### src/rtl/motor_pkg.sv
// Shared states, bridge drive patterns and helper functions for the PWM motor driver.
package motor_pkg;

    typedef enum logic [2:0] {
        STOP     = 3'd0,
        FORWARD  = 3'd1,
        BACKWARD = 3'd2,
        LEFT     = 3'd3,
        RIGHT    = 3'd4,
        BRAKE    = 3'd5
    } motor_state_t;

    // Bridge pin order is A0 A1 B0 B1; reversing swaps the A and B pairs.
    localparam logic [3:0] FWD_A = 4'b0110;
    localparam logic [3:0] FWD_B = 4'b1001;
    localparam logic [3:0] REV_A = {FWD_A[1:0], FWD_A[3:2]};
    localparam logic [3:0] REV_B = {FWD_B[1:0], FWD_B[3:2]};

    function automatic logic is_forward_group(input motor_state_t s);
        return (s == FORWARD) || (s == LEFT) || (s == RIGHT);
    endfunction

    function automatic logic is_moving(input motor_state_t s);
        return is_forward_group(s) || (s == BACKWARD);
    endfunction

    function automatic logic is_reversal(input motor_state_t from_s, input motor_state_t to_s);
        return ((from_s == BACKWARD) && is_forward_group(to_s)) ||
               ((to_s == BACKWARD) && is_forward_group(from_s));
    endfunction

    // Returns {m1, m2} for a state with the PWM enable high.
    function automatic logic [7:0] drive_pattern(input motor_state_t s);
        logic [7:0] p;
        p = 8'h00;
        case (s)
            FORWARD:  p = {FWD_A, FWD_B};
            BACKWARD: p = {REV_A, REV_B};
            LEFT:     p = {4'b0000, FWD_B};
            RIGHT:    p = {FWD_A, 4'b0000};
            default:  p = 8'h00;
        endcase
        return p;
    endfunction

endpackage

### src/rtl/pwm_gen.sv
// Free-running PWM counter: enable while counter < duty, plus a period-end strobe.
module pwm_gen #(
    parameter int PWM_W = 8
) (
    input  logic             clk,
    input  logic             rst,
    input  logic [PWM_W-1:0] duty,
    output logic             pwm_en,
    output logic             wrap
);

    logic [PWM_W-1:0] cnt_reg;

    always_ff @(posedge clk) begin
        if (rst) begin
            cnt_reg <= '0;
        end else begin
            cnt_reg <= cnt_reg + PWM_W'(1);
        end
    end

    assign pwm_en = (cnt_reg < duty);
    assign wrap   = &cnt_reg;

endmodule

### src/rtl/pwm_motor_driver.sv
// Dual H-bridge driver with PWM speed, soft-start ramp, reversal dead-time brake and command watchdog.
module pwm_motor_driver
    import motor_pkg::*;
#(
    parameter int PWM_W          = 8,
    parameter int RAMP_STEP      = 4,
    parameter int DEAD_CYCLES    = 16,
    parameter int TIMEOUT_CYCLES = 1000000
) (
    input  logic             clk,
    input  logic             rst,
    input  logic             fwd_in,
    input  logic             bwd_in,
    input  logic             left_in,
    input  logic             right_in,
    input  logic             stop_in,
    input  logic [PWM_W-1:0] speed_in,
    input  logic             ld_left,
    input  logic             ld_right,
    output logic [3:0]       m1_out,
    output logic [3:0]       m2_out,
    output logic [2:0]       state,
    output logic             timeout_out
);

    localparam int DEAD_W = $clog2(DEAD_CYCLES + 1);
    localparam int WD_W   = $clog2(TIMEOUT_CYCLES + 1);

    motor_state_t      state_reg, state_next, req;
    logic [DEAD_W-1:0] dead_cnt_reg, dead_cnt_next;
    logic [WD_W-1:0]   wd_cnt_reg, wd_cnt_next;
    logic [4:0]        cmd, cmd_prev_reg;
    logic              cmd_changed;
    logic              timeout_reg, timeout_next, timeout_active;
    logic [PWM_W-1:0]  duty_reg, duty_next;
    logic [PWM_W:0]    ramp_sum;
    logic [3:0]        m1_reg, m1_next, m2_reg, m2_next;
    logic [7:0]        drive;
    logic              pwm_en, wrap;

    pwm_gen #(.PWM_W(PWM_W)) u_pwm (
        .clk    (clk),
        .rst    (rst),
        .duty   (duty_reg),
        .pwm_en (pwm_en),
        .wrap   (wrap)
    );

    assign cmd         = {fwd_in, bwd_in, left_in, right_in, stop_in};
    assign cmd_changed = (cmd != cmd_prev_reg);
    // A command change releases the watchdog in the same cycle it appears.
    assign timeout_active = timeout_reg && !cmd_changed;

    always_comb begin
        req = STOP;
        if (stop_in || timeout_active) begin
            req = STOP;
        end else if (fwd_in) begin
            if (!ld_left) begin
                req = RIGHT;
            end else if (!ld_right) begin
                req = LEFT;
            end else begin
                req = FORWARD;
            end
        end else if (bwd_in) begin
            req = BACKWARD;
        end else if (right_in) begin
            req = RIGHT;
        end else if (left_in) begin
            req = LEFT;
        end
    end

    // Leaving BRAKE always takes the live request, so a second reversal never re-brakes.
    always_comb begin
        state_next    = req;
        dead_cnt_next = '0;
        if (state_reg == BRAKE) begin
            if (req == STOP) begin
                state_next = STOP;
            end else if (dead_cnt_reg == DEAD_W'(DEAD_CYCLES - 1)) begin
                state_next = req;
            end else begin
                state_next    = BRAKE;
                dead_cnt_next = dead_cnt_reg + DEAD_W'(1);
            end
        end else if (is_reversal(state_reg, req)) begin
            state_next = BRAKE;
        end
    end

    always_comb begin
        wd_cnt_next  = wd_cnt_reg + WD_W'(1);
        timeout_next = timeout_reg || (wd_cnt_reg == WD_W'(TIMEOUT_CYCLES - 1));
        if (cmd_changed || (req == STOP)) begin
            wd_cnt_next = '0;
        end
        if (cmd_changed) begin
            timeout_next = 1'b0;
        end
    end

    always_comb begin
        duty_next = duty_reg;
        ramp_sum  = {1'b0, duty_reg} + (PWM_W + 1)'(RAMP_STEP);
        if (!is_moving(state_reg)) begin
            duty_next = '0;
        end else if (wrap) begin
            if (duty_reg < speed_in) begin
                duty_next = (ramp_sum > {1'b0, speed_in}) ? speed_in : ramp_sum[PWM_W-1:0];
            end else begin
                duty_next = speed_in;
            end
        end
    end

    assign drive = drive_pattern(state_reg);

    for (genvar gi = 0; gi < 4; gi++) begin : g_gate
        assign m1_next[gi] = pwm_en & drive[gi + 4];
        assign m2_next[gi] = pwm_en & drive[gi];
    end

    always_ff @(posedge clk) begin
        if (rst) begin
            state_reg    <= STOP;
            dead_cnt_reg <= '0;
            wd_cnt_reg   <= '0;
            cmd_prev_reg <= '0;
            timeout_reg  <= 1'b0;
            duty_reg     <= '0;
            m1_reg       <= '0;
            m2_reg       <= '0;
        end else begin
            state_reg    <= state_next;
            dead_cnt_reg <= dead_cnt_next;
            wd_cnt_reg   <= wd_cnt_next;
            cmd_prev_reg <= cmd;
            timeout_reg  <= timeout_next;
            duty_reg     <= duty_next;
            m1_reg       <= m1_next;
            m2_reg       <= m2_next;
        end
    end

    assign m1_out      = m1_reg;
    assign m2_out      = m2_reg;
    assign state       = state_reg;
    assign timeout_out = timeout_active;

endmodule

### config.mk
export PLATFORM = sky130hd
export DESIGN_NAME = pwm_motor_driver
export DESIGN_NICKNAME = d
export VERILOG_FILES = /design/src/rtl/motor_pkg.sv /design/src/rtl/pwm_gen.sv /design/src/rtl/pwm_motor_driver.sv
export SDC_FILE = /design/constraint.sdc
export NUM_CORES = 1
export LEC_CHECK = 0
export CAP_MARGIN = 20
export CELL_PAD_IN_SITES_DETAIL_PLACEMENT = 2
export CELL_PAD_IN_SITES_GLOBAL_PLACEMENT = 2
export CORE_ASPECT_RATIO = 0.7
export CORE_MARGIN = 1
export CORE_UTILIZATION = 31
export DETAILED_ROUTE_END_ITERATION = 12
export HOLD_SLACK_MARGIN = 0.02
export PLACE_DENSITY_LB_ADDON = 0.1
export SETUP_SLACK_MARGIN = 0.02
export SYNTH_ARGS = -nofsm -noshare
export SYNTH_HDL_FRONTEND = slang
export SYNTH_SLANG_ARGS = --single-unit
### constraint.sdc
create_clock -name clk -period 2.6 [get_ports clk]
set_clock_uncertainty 0.15 [all_clocks]
set_input_delay 0.26 -clock clk [delete_from_list [all_inputs] [get_ports clk]]
set_output_delay 0.26 -clock clk [all_outputs]
set_load 0.02 [all_outputs]
=== Word-level counts from Yosys, hierarchy flattened ===
Index checks and enable logic that the tools add are counted.

* Register bits after elaboration: 58
* Output and inout bits: 12

* Add/sub/neg operators: 4
* Order comparisons: 3
* Equal/unequal tests: 12
* Mux-type cells: 14
* Bitwise logic cells: 10
* Reduce and logical (&&, ||, !) cells: 19

{| class="wikitable"
|+ Operators with widths
! cell !! number
|-
| one-hot mux 8 bit (4 select lines) || 1
|-
| two-way mux 3 bit || 9
|-
| adder 20 x 1 -> 20 bit (second input constant) || 1
|-
| equality test 20 bit (second input constant) || 1
|-
| < comparator 8 bit || 2
|-
| two-way mux 8 bit || 2
|-
| equality test 3 x 2 -> 1 bit (second input constant) || 4
|-
| adder 8 x 3 -> 9 bit (second input constant) || 1
|-
| equality test 3 bit (second input constant) || 3
|-
| > comparator 9 x 8 -> 1 bit || 1
|-
| logical OR 1 bit || 9
|-
| adder 8 x 1 -> 8 bit (second input constant) || 1
|-
| bitwise AND 1 bit || 8
|-
| AND reduction 8 bit || 1
|-
| equality test 3 x 1 -> 1 bit (second input constant) || 2
|-
| OR reduction 2 bit || 3
|-
| adder 5 x 1 -> 5 bit (second input constant) || 1
|-
| equality test 5 x 4 -> 1 bit (second input constant) || 1
|-
| inequality test 5 bit || 1
|-
| two-way mux 2 bit || 2
|-
| OR reduction 4 bit || 1
|-
| logical AND 1 bit || 3
|-
| logical NOT 3 bit || 1
|-
| NOT 1 bit || 2
|-
| logical NOT 1 bit || 1
|}

=== Depth between registers and ports, before layout ===
Gate-level depths: netlist (run 1).

* Depth in word-level cells: 12
* Gate-level depth with buffers: 11
* Depth with buffers taken out: 10

=== Modules after synthesis ===
A second synthesis (run 1) with hierarchy kept.

* Cells, all modules: 356
* Area, all modules: 3032.9 um^2

{| class="wikitable"
|+ Modules (own cells, without submodules)
! module !! instances !! cells each !! area an instance (um^2) !! sequential area each (um^2)
|-
| pwm_motor_driver || 1 || 295 || 2548.7 || 900.9
|-
| pwm_gen || 1 || 61 || 484.2 || 160.2
|}

=== Least setup slack after synthesis (run 1) ===
No wires, ideal clock.

* Kind: flip-flop to flip-flop
* Start: register duty_reg[4]
* End: register duty_reg[5]
* Data arrival time: 2.458 ns
* Slack: -0.128 ns
* Cell stages (with the launch flop): 12
* Path buffers: 1
* Path through: dfxtp_1 -> nand3_1 -> nor3_1 -> xnor2_1 -> ha_1 -> and3_1 -> a221oi_2 -> o21ai_1 -> a211o_1 -> buf_2 -> and3_1 -> o31a_1

* Word-level cells in the longest chain between the ends: 4
* Elaborated cells on any way between the ends: 5
* Classes of those cells: add/sub: 1; order compare: 2; mux: 2

{| class="wikitable"
|+ RTL lines
! element !! RTL line !! text
|-
| start, declared || pwm_motor_driver.sv:35 || <nowiki>logic [PWM_W-1:0] duty_reg, duty_next;</nowiki>
|-
| start signal, assigned || pwm_motor_driver.sv:141 || <nowiki>duty_reg <= duty_next;</nowiki>
|-
| adder 8 x 3 -> 9 bit || pwm_motor_driver.sv:106 || <nowiki>ramp_sum = {1'b0, duty_reg} + (PWM_W + 1)'(RAMP_STEP);</nowiki>
|-
| > comparator 9 x 8 -> 1 bit || pwm_motor_driver.sv:111 || <nowiki>duty_next = (ramp_sum > {1'b0, speed_in}) ? speed_in : ramp_sum[PWM_W-1:0];</nowiki>
|-
| two-way mux 8 bit || pwm_motor_driver.sv:111 ||
|-
| two-way mux 8 bit (*) || pwm_motor_driver.sv:110 || <nowiki>if (duty_reg < speed_in) begin</nowiki>
|}

Mark *: on every way between the ends. The rest lies on a longest branch, timed or not.
A chain may end at the register's enable or synchronous reset.

=== Worst setup path in the final report (run 1) ===
* Start: register duty_reg[2]
* End: register duty_reg[2]

Same word-level chain as after synthesis.

==> flow_summary.json, run 1 <==
{
  "syn_nets": 383,
  "worst_pin_slew_ns": 0.5992,
  "finalMaxSlewViolations": 0,
  "power_mw": 1.700,
  "overflow": 0,
  "critPathMaxStageDelay_ns": 0.41,
  "cp-start-kind": "flip-flop",
  "synth.most_common_cell": "dfxtp_1",
  "synth.avg_cell_area_um2": 8.556,
  "finalCritPeriodShare": 1.032,
  "syn_area_um2": 2909,
  "violations": "setup timing",
  "synth_common_cells": "dfxtp_1, nor2_1, ha_1",
  "hp-class": "reg -> reg",
  "place.gp.congestion": 0.7814,
  "clock-sinks": 53,
  "ys_async_sr_fraction": 0,
  "core_area_um2": 9071,
  "grt_pass1_vias": 2672,
  "num_rows": 29,
  "cp_cell_sequence": "ha_4 -> nand3_4 -> xnor2_2 -> ha_1 -> a21o_1 -> a221oi_2 -> o21ai_1 -> a211o_4 -> and3_1 -> o31a_1",
  "synth-seq-area-share": 0.3647,
  "max_slew_margin": 0.6005,
  "sw_frac_of_total": 0.2290,
  "slowest_stage": "a211o_4",
  "period_minus_slack_ns": 2.684,
  "cp_max_fo": 8,
  "p_leak_nw": 1.576,
  "rsz0062_at_grt": "true",
  "dieArea_um2": 9782,
  "synth_edf_count": 0,
  "cts_buffers": 5,
  "cts_buffer_depth": 2,
  "ir_drop_mv": 0.2311,
  "fin_area_um2": 3756,
  "antenna_found_initial": 0,
  "place_area_um2": 3541,
  "n_antenna_cell": 0,
  "final_net_count": 437,
  "synth_cell_types": 42,
  "vias": 2483,
  "postSynthCellCount": 340,
  "p_seq_frac": 0.489,
  "p_switching_mw": 0.3893,
  "hold_depth": 1,
  "io_buffer_count": 28,
  "power_density_nw_per_um2": 452.5,
  "die_w_um": 117.8,
  "p_comb_frac": 0.096,
  "drive_above_1_share": 0.1544,
  "crit_required_ns": 2.63,
  "io_pins": 29,
  "htreeDepth": 2,
  "yosys_most_used_dff": "dfxtp_1",
  "fill_cells": 1020,
  "grt_pass1_wl_um": 13300,
  "avgViaCountPerCell": 4.784,
  "clock_latency_ns": 0.29,
  "end_kind": "flip-flop",
  "dieHeight_um": 83.05,
  "cts_tree": "done",
  "netlist_top_cells_area": "dfxtp_1, ha_1, xor2_1, nor2_1, and3_1",
  "ctsRootBufferMaster": "clkbuf_16",
  "start_util": 0.3207,
  "worstSetupPathType": "reg -> reg",
  "hold_buffers": 0,
  "drt-initial-drc-count": 47,
  "wire_per_inst_um": 15.11,
  "cp_data_arrival_time_ns": 2.72,
  "area_delta_synth_final_pct": 29.12,
  "status": "finished, violations left",
  "drc": 0,
  "grt.total_usage": 0.1711,
  "grt_max_degree": 20,
  "synth_seq_cells": 53,
  "final_antenna_net_count": 0,
  "firstDrtPassIters": 4,
  "largest_register_ffs": 20,
  "path_clk_slew_ns": 0.07,
  "yosys_warnings": 0,
  "setup_violations": 8,
  "maxCapViolCount": 0,
  "routed_wl_um": 7840,
  "post-place-ws_ns": -0.1940,
  "yosysTopAreaCell": "dfxtp_1",
  "intPower_mw": 1.310,
  "dpl.hpwl_um": 6155,
  "clkPwrFrac": 0.415,
  "layout_setup_ws_ns": -0.08351,
  "yosysTopAreaCellShare": 0.3647,
  "finalHoldViolCount": 0,
  "rrSetupSlack_ns": -0.08,
  "fmaxAchievable_ghz": 0.3726,
  "ff2ff_path_depth": 10
}
stage by stage:
stage,hold WS [ns],cells,utilization,setup TNS [ns]
global route,0.3500,519,0.4141,-1.712
finish,0.3085,519,0.4141,-0.4024
CTS,0.3137,518,0.4106,-0.3147
floorplan,0.1816,340,-,0
detailed placement,0.2968,509,0.3903,-1.416
global placement,0.2881,509,0.3903,-0.9673
final timing paths:
kind	from	to
worst min-delay path	dead_cnt_reg[0]	dead_cnt_reg[0]
worst min register to register	dead_cnt_reg[0]	dead_cnt_reg[0]
worst max-delay path	duty_reg[2]	duty_reg[2]
worst max register to register	duty_reg[2]	duty_reg[2]
worst max-delay path, delay by kind of cell (launching register included):
kind | cells | cell delay [ns]
adders and majority gates | 2 | 0.47
xor gates and xnor gates | 1 | 0.14
and+or+nand+nor | 2 | 0.30
DFF | 1 | 0.37
AOI/OAI and AO/OA | 5 | 1.14
layout by cell type (no fill, tap or decap), types with 2 or more instances in the layout:
cell	netlist	layout
xor2_1	24	24
nor2_1	51	51
nor2b_1	7	7
nand2_1	24	24
mux2i_1	3	3
nand3_2	0	2
nand4_1	4	4
nor3b_1	2	2
dfxtp_1	53	48
nor4b_1	3	3
clkbuf_16	0	5
and3_1	21	18
clkdlybuf4s50_1	0	27
a31oi_1	3	3
buf_4	7	32
a21o_1	5	5
o21ai_0	7	7
nor3_1	3	2
o31a_1	4	4
and4_1	2	2
nand2b_1	3	3
inv_1	20	20
and3_4	0	3
clkbuf_8	0	2
ha_1	26	25
a21oi_1	13	13
o211ai_1	3	3
dfxtp_4	0	4
nand3_1	17	14
o31ai_1	2	2
xnor2_1	12	11
logic make-up after synthesis:
group | share of synthesized area
buffers and inverters | 0.05677
and+or+nand+nor | 0.2391
adders and majority gates | 0.1118
muxes | 0.01032
AOI/OAI and AO/OA | 0.1088
DFF | 0.3647
xor gates and xnor gates | 0.1084
routing by layer:
| layer | part of all wire | global-route usage |
|---|---|---|
| met5 | 0 | 0 |
| met4 | 0.0087 | 0.03846 |
| met3 | 0.028 | 0.03709 |
| met2 | 0.43 | 0.2722 |
| met1 | 0.53 | 0.2363 |
repair_timing:
item / in CTS / in global routing
pin swaps: 1 / 8
endpoints found under the setup margin: 9 / 8
gates resized for setup: 6 / 4
buffers inserted: 1 / 1
cell type report:
type | count | area (um^2) | area share
clock buffers | 7 | 152.6 | 0.04064
flip-flops and latches | 53 | 1077 | 0.2868
well taps | 124 | 155.1 | 0.04131
multi-input cells | 253 | 1760 | 0.4687
repair buffers | 61 | 530.5 | 0.1412
inverters | 20 | 75.07 | 0.01999
clock inverters | 1 | 5.005 | 0.001332
power by group through the flow:
stage | logic (mW) | registers, mW | clock network (mW)
after floorplan | 0.0782 | 0.851 | 0
after global placement | 0.156 | 0.850 | 0
after detailed placement | 0.161 | 0.850 | 0
after CTS | 0.165 | 0.830 | 0.725
after global routing | 0.182 | 0.831 | 0.758
final | 0.164 | 0.830 | 0.706
(Power assumes the default switching activity.)
==> run 2, diff against run 1 <==
--- a/config.mk
+++ b/config.mk
@@ -8,9 +8,10 @@
 export CAP_MARGIN = 20
 export CELL_PAD_IN_SITES_DETAIL_PLACEMENT = 2
 export CELL_PAD_IN_SITES_GLOBAL_PLACEMENT = 2
-export CORE_ASPECT_RATIO = 0.7
+export CORE_ASPECT_RATIO = 1.5
 export CORE_MARGIN = 1
 export CORE_UTILIZATION = 31
+export CTS_CLUSTER_DIAMETER = 120
 export DETAILED_ROUTE_END_ITERATION = 12
 export HOLD_SLACK_MARGIN = 0.02
 export PLACE_DENSITY_LB_ADDON = 0.1
==> flow_summary.json, run 2 (synthesized netlist as in run 1, its figures left out) <==
{
  "status": "finished, violations left",
  "violations": "setup timing",
  "grt_pass1_wl_um": 13100,
  "dpl.hpwl_um": 6172,
  "htreeDepth": 2,
  "finalHoldViolCount": 0,
  "period_minus_slack_ns": 2.705,
  "antenna_found_initial": 0,
  "layout_setup_ws_ns": -0.1052,
  "fmaxAchievable_ghz": 0.3697,
  "largest_register_ffs": 20,
  "rsz0062_at_grt": "true",
  "area_delta_synth_final_pct": 32.26,
  "path_clk_slew_ns": 0.07,
  "intPower_mw": 1.354,
  "ctsRootBufferMaster": "clkbuf_16",
  "ir_drop_mv": 0.3381,
  "num_rows": 42,
  "max_slew_margin": 0.5863,
  "cts_buffer_depth": 2,
  "cp-start-kind": "flip-flop",
  "overflow": 0,
  "layout.cells.most_common": "nor2_1",
  "drt-initial-drc-count": 32,
  "wire_per_inst_um": 15.43,
  "place.gp.congestion": 0.7009,
  "clkPwrFrac": 0.429,
  "finalCritPeriodShare": 1.040,
  "clock_latency_ns": 0.29,
  "firstDrtPassIters": 3,
  "grt_max_degree": 20,
  "start_util": 0.3237,
  "cts_buffers": 5,
  "io_pins": 29,
  "setup_violations": 8,
  "maxCapViolCount": 0,
  "p_leak_nw": 1.634,
  "grt_pass1_vias": 2842,
  "most-common-layout-cells": "nor2_1, dfxtp_1, buf_4",
  "cp_data_arrival_time_ns": 2.74,
  "hp-class": "reg -> reg",
  "cp_max_fo": 8,
  "final_antenna_net_count": 0,
  "holdWs_ns": 0.2999,
  "worst_pin_slew_ns": 0.6205,
  "cts_tree": "done",
  "rrSetupSlack_ns": -0.11,
  "end_kind": "flip-flop",
  "p_switching_mw": 0.3842,
  "power_density_nw_per_um2": 451.9,
  "worstSetupPathType": "reg -> reg",
  "final.setup.tns_ns": -0.7360,
  "grt.total_usage": 0.1765,
  "routed_wl_um": 7916,
  "final_net_count": 445,
  "p_comb_frac": 0.094,
  "dieHeight_um": 120.6,
  "core_area_um2": 8986,
  "finalMaxSlewViolations": 0,
  "die_w_um": 81.10,
  "crit_required_ns": 2.63,
  "p_seq_frac": 0.477,
  "power_mw": 1.739,
  "drc": 0,
  "io_buffer_count": 28,
  "dieArea_um2": 9783,
  "vias": 2561,
  "hold_buffers": 0,
  "clock-sinks": 53,
  "sw_frac_of_total": 0.2210,
  "drive_above_1_share": 0.1811,
  "fin_cells": 513,
  "dp_cells": 502,
  "avgViaCountPerCell": 4.992,
  "n_antenna_cell": 0
}
-- run 2: cell count changes in the layout (fill, tap and decap cells not counted), moves of 2 or more --
cell      delta
and3_1       -2
and3_4       +2
a21oi_1      -3
buf_4        +7
clkbuf_8     -2
a21oi_2      +3
-- run 2: repair_timing --
action | 4_1_cts | 5_1_grt
setup buffers | 1 | 2
pin swaps | 12 | 8
hold endpoints to repair | 0 | 0
endpoints found under the setup margin | 9 | 9
gates resized for setup | 10 | 8
-- run 2: cell type report --
cell class / instances / area (um^2)
timing repair buffer: 69 / 598.1
clock inverter: 2 / 33.78
tap: 110 / 137.6
sequential: 53 / 1077
multi-input combinational: 253 / 1797
fill: 996 / 5139
clock buffer: 6 / 128.9
inverter: 20 / 75.07
-- run 2: final timing paths --
check | cells after the start | to | startpoint
worst min register to register | 1 | dead_cnt_reg[0] | dead_cnt_reg[0]
worst min-delay path | 1 | dead_cnt_reg[0] | dead_cnt_reg[0]
worst max-delay path | 10 | duty_reg[4] | duty_reg[3]
worst max register to register | 10 | duty_reg[4] | duty_reg[3]
-- run 2: through the flow --
stage                     area [um^2]  worst slack (ns)  utilization
final                            3847           -0.1052       0.4282
after global routing             3847           -0.2123       0.4282
after CTS                        3795           -0.1664       0.4223
after detailed placement         3576           -0.3003       0.3979
after global placement           3576           -0.2051       0.3979
after floorplan                  2969           0.03472            -
-- run 2: routing by layer --
layer,global-route usage,part of all wire,vias to the layer above
met3,0.02491,0.015,5
met5,0,0,-
met4,0.05692,0.012,0
met2,0.3703,0.60,17
li1,-,-,1276
met1,0.1620,0.37,1263
-- run 2: power groups by stage --
| stage | logic [mW] | clock network [mW] | registers [mW] |
|---|---|---|---|
| after floorplan | 0.0782 | 0 | 0.851 |
| after global placement | 0.157 | 0 | 0.849 |
| after detailed placement | 0.162 | 0 | 0.850 |
| after CTS | 0.166 | 0.784 | 0.830 |
| after global routing | 0.180 | 0.800 | 0.831 |
| final | 0.163 | 0.746 | 0.830 |
-- run 2: critical path, cell delays in order, from the launching register on --
cell and delay, ns:
dfxtp_4 0.36, ha_4 0.17, buf_4 0.13, xor2_1 0.13, ha_1 0.29, a21o_1 0.19, a221oi_2 0.25, o21ai_1 0.11
a211o_4 0.39, and3_4 0.17, o31a_1 0.24
==> run 3, diff against run 2 <==
--- a/config.mk
+++ b/config.mk
@@ -16,6 +16,7 @@
 export HOLD_SLACK_MARGIN = 0.02
 export PLACE_DENSITY_LB_ADDON = 0.1
 export SETUP_SLACK_MARGIN = 0.02
+export SKIP_LAST_GASP = 1
 export SYNTH_ARGS = -nofsm -noshare
 export SYNTH_HDL_FRONTEND = slang
 export SYNTH_SLANG_ARGS = --single-unit
==> flow_summary.json, run 3 (synthesized netlist as in run 1, its figures left out) <==
{
  "clkPwrFrac": 0.429,
  "firstDrtPassIters": 3,
  "critPathMaxStageDelay_ns": 0.39,
  "cp_cell_sequence": "ha_4 -> buf_4 -> xor2_1 -> ha_1 -> a21o_1 -> a221oi_2 -> o21ai_1 -> a211o_4 -> and3_4 -> o31a_1",
  "num_rows": 42,
  "finalCritPeriodShare": 1.040,
  "holdWs_ns": 0.2999,
  "slowest_stage": "a211o_4",
  "io_buffer_count": 28,
  "worstSetupPathType": "reg -> reg",
  "final_net_count": 445,
  "clock_latency_ns": 0.29,
  "cts_buffer_depth": 2,
  "htreeDepth": 2,
  "r2r_start": "duty_reg[3]",
  "violations": "setup timing",
  "rsz0062_at_grt": "true",
  "setup_violations": 8,
  "fmaxAchievable_ghz": 0.3697,
  "antenna_found_initial": 0,
  "drt-initial-drc-count": 33,
  "die_w_um": 81.10,
  "most-common-layout-cells": "nor2_1, dfxtp_1, buf_4",
  "overflow": 0,
  "worst-path-buf-inv": 1,
  "avgViaCountPerCell": 4.990,
  "post-place-ws_ns": -0.3003,
  "dieArea_um2": 9783,
  "fill_cells": 996,
  "dpl.hpwl_um": 6172,
  "hold_start": "dead_cnt_reg[0]",
  "status": "finished, violations left",
  "critPathLaunch": "duty_reg[3]",
  "ctsRootBufferMaster": "clkbuf_16",
  "core_area_um2": 8986,
  "utilization": 0.4282,
  "clock-sinks": 53,
  "finalHoldViolCount": 0,
  "intPower_mw": 1.354,
  "cp_data_arrival_time_ns": 2.74,
  "hp-class": "reg -> reg",
  "period_minus_slack_ns": 2.705,
  "path_clk_slew_ns": 0.07,
  "max_slew_margin": 0.5901,
  "layout.cells.most_common": "nor2_1",
  "p_comb_frac": 0.094,
  "power_density_nw_per_um2": 451.8,
  "maxCapViolCount": 0,
  "cp_max_fo": 8,
  "grt_pass1_vias": 2842,
  "layout_setup_ws_ns": -0.1050,
  "vias": 2560,
  "ir_drop_mv": 0.3381,
  "p_leak_nw": 1.634,
  "cp-start-kind": "flip-flop",
  "dieHeight_um": 120.6,
  "grt.total_usage": 0.1765,
  "place.gp.congestion": 0.7009,
  "sw_frac_of_total": 0.2209,
  "start_util": 0.3237,
  "grt_pass1_wl_um": 13100,
  "grt_max_degree": 20,
  "end_kind": "flip-flop",
  "crit_family": "compound AO/OA/AOI/OAI gates",
  "p_switching_mw": 0.3840,
  "wire_per_inst_um": 15.43,
  "drive_above_1_share": 0.1811,
  "finalMaxSlewViolations": 0,
  "routed_wl_um": 7915,
  "final_antenna_net_count": 0,
  "crit_required_ns": 2.63,
  "n_antenna_cell": 0,
  "cts_buffers": 5,
  "io_pins": 29,
  "area_delta_synth_final_pct": 32.26,
  "cts_tree": "done",
  "worst_pin_slew_ns": 0.6149,
  "largest_register_ffs": 20,
  "p_seq_frac": 0.477,
  "drc": 0,
  "power_mw": 1.738
}
==> run 3: cell counts in the layout (fill, tap and decap cells not counted) <==
No cell type changed its count.
==> run 3: area by class of cell <==
cell class	instances	area [um^2]	area share
inverters	20	75.07	0.01951
clock inverters	2	33.78	0.008780
repair buffers	69	598.1	0.1554
well taps	110	137.6	0.03577
multi-input cells	253	1797	0.4670
clock buffers	6	128.9	0.03350
flip-flops and latches	53	1077	0.2800
==> run 3: routing by layer <==
layer | routed length [um] | GRT usage
met4 | 94 | 0.05692
met5 | 0 | 0
met1 | 2927 | 0.1620
met3 | 120 | 0.02491
met2 | 4773 | 0.3703
==> run 3: path summary, 6_finish.rpt <==
kind / to / slack (ns) / depth (start not counted)
worst max-delay path: duty_reg[4] / -0.11 / 10
worst min-delay path: dead_cnt_reg[0] / 0.30 / 1
worst max register to register: duty_reg[4] / -0.11 / 10
worst min register to register: dead_cnt_reg[0] / 0.30 / 1
==> run 3: power groups by stage <==
stage | Clock (mW) | Combinational [mW] | Sequential [mW]
6_report | 0.746 | 0.163 | 0.830
5_1_grt | 0.800 | 0.180 | 0.831
4_1_cts | 0.784 | 0.166 | 0.830
3_5_place_dp | 0 | 0.162 | 0.850
3_3_place_gp | 0 | 0.157 | 0.849
2_1_floorplan | 0 | 0.0782 | 0.851
==> run 3: per-stage QoR <==
step | instance area (um^2) | setup TNS [ns] | std cells
final | 3847 | -0.7425 | 513
after global placement | 3576 | -1.434 | 502
after global routing | 3847 | -1.548 | 513
after floorplan | 2969 | 0 | 340
after CTS | 3795 | -1.198 | 511
after detailed placement | 3576 | -2.182 | 502
==> run 3: repair_timing <==
action / CTS / global route
cloned: 0 / 0
resized for setup: 10 / 8
hold endpoints to repair: 0 / 0
pin swaps: 12 / 7
hold buffers: 0 / 0
setup endpoints to repair: 9 / 9
setup buffers: 1 / 2
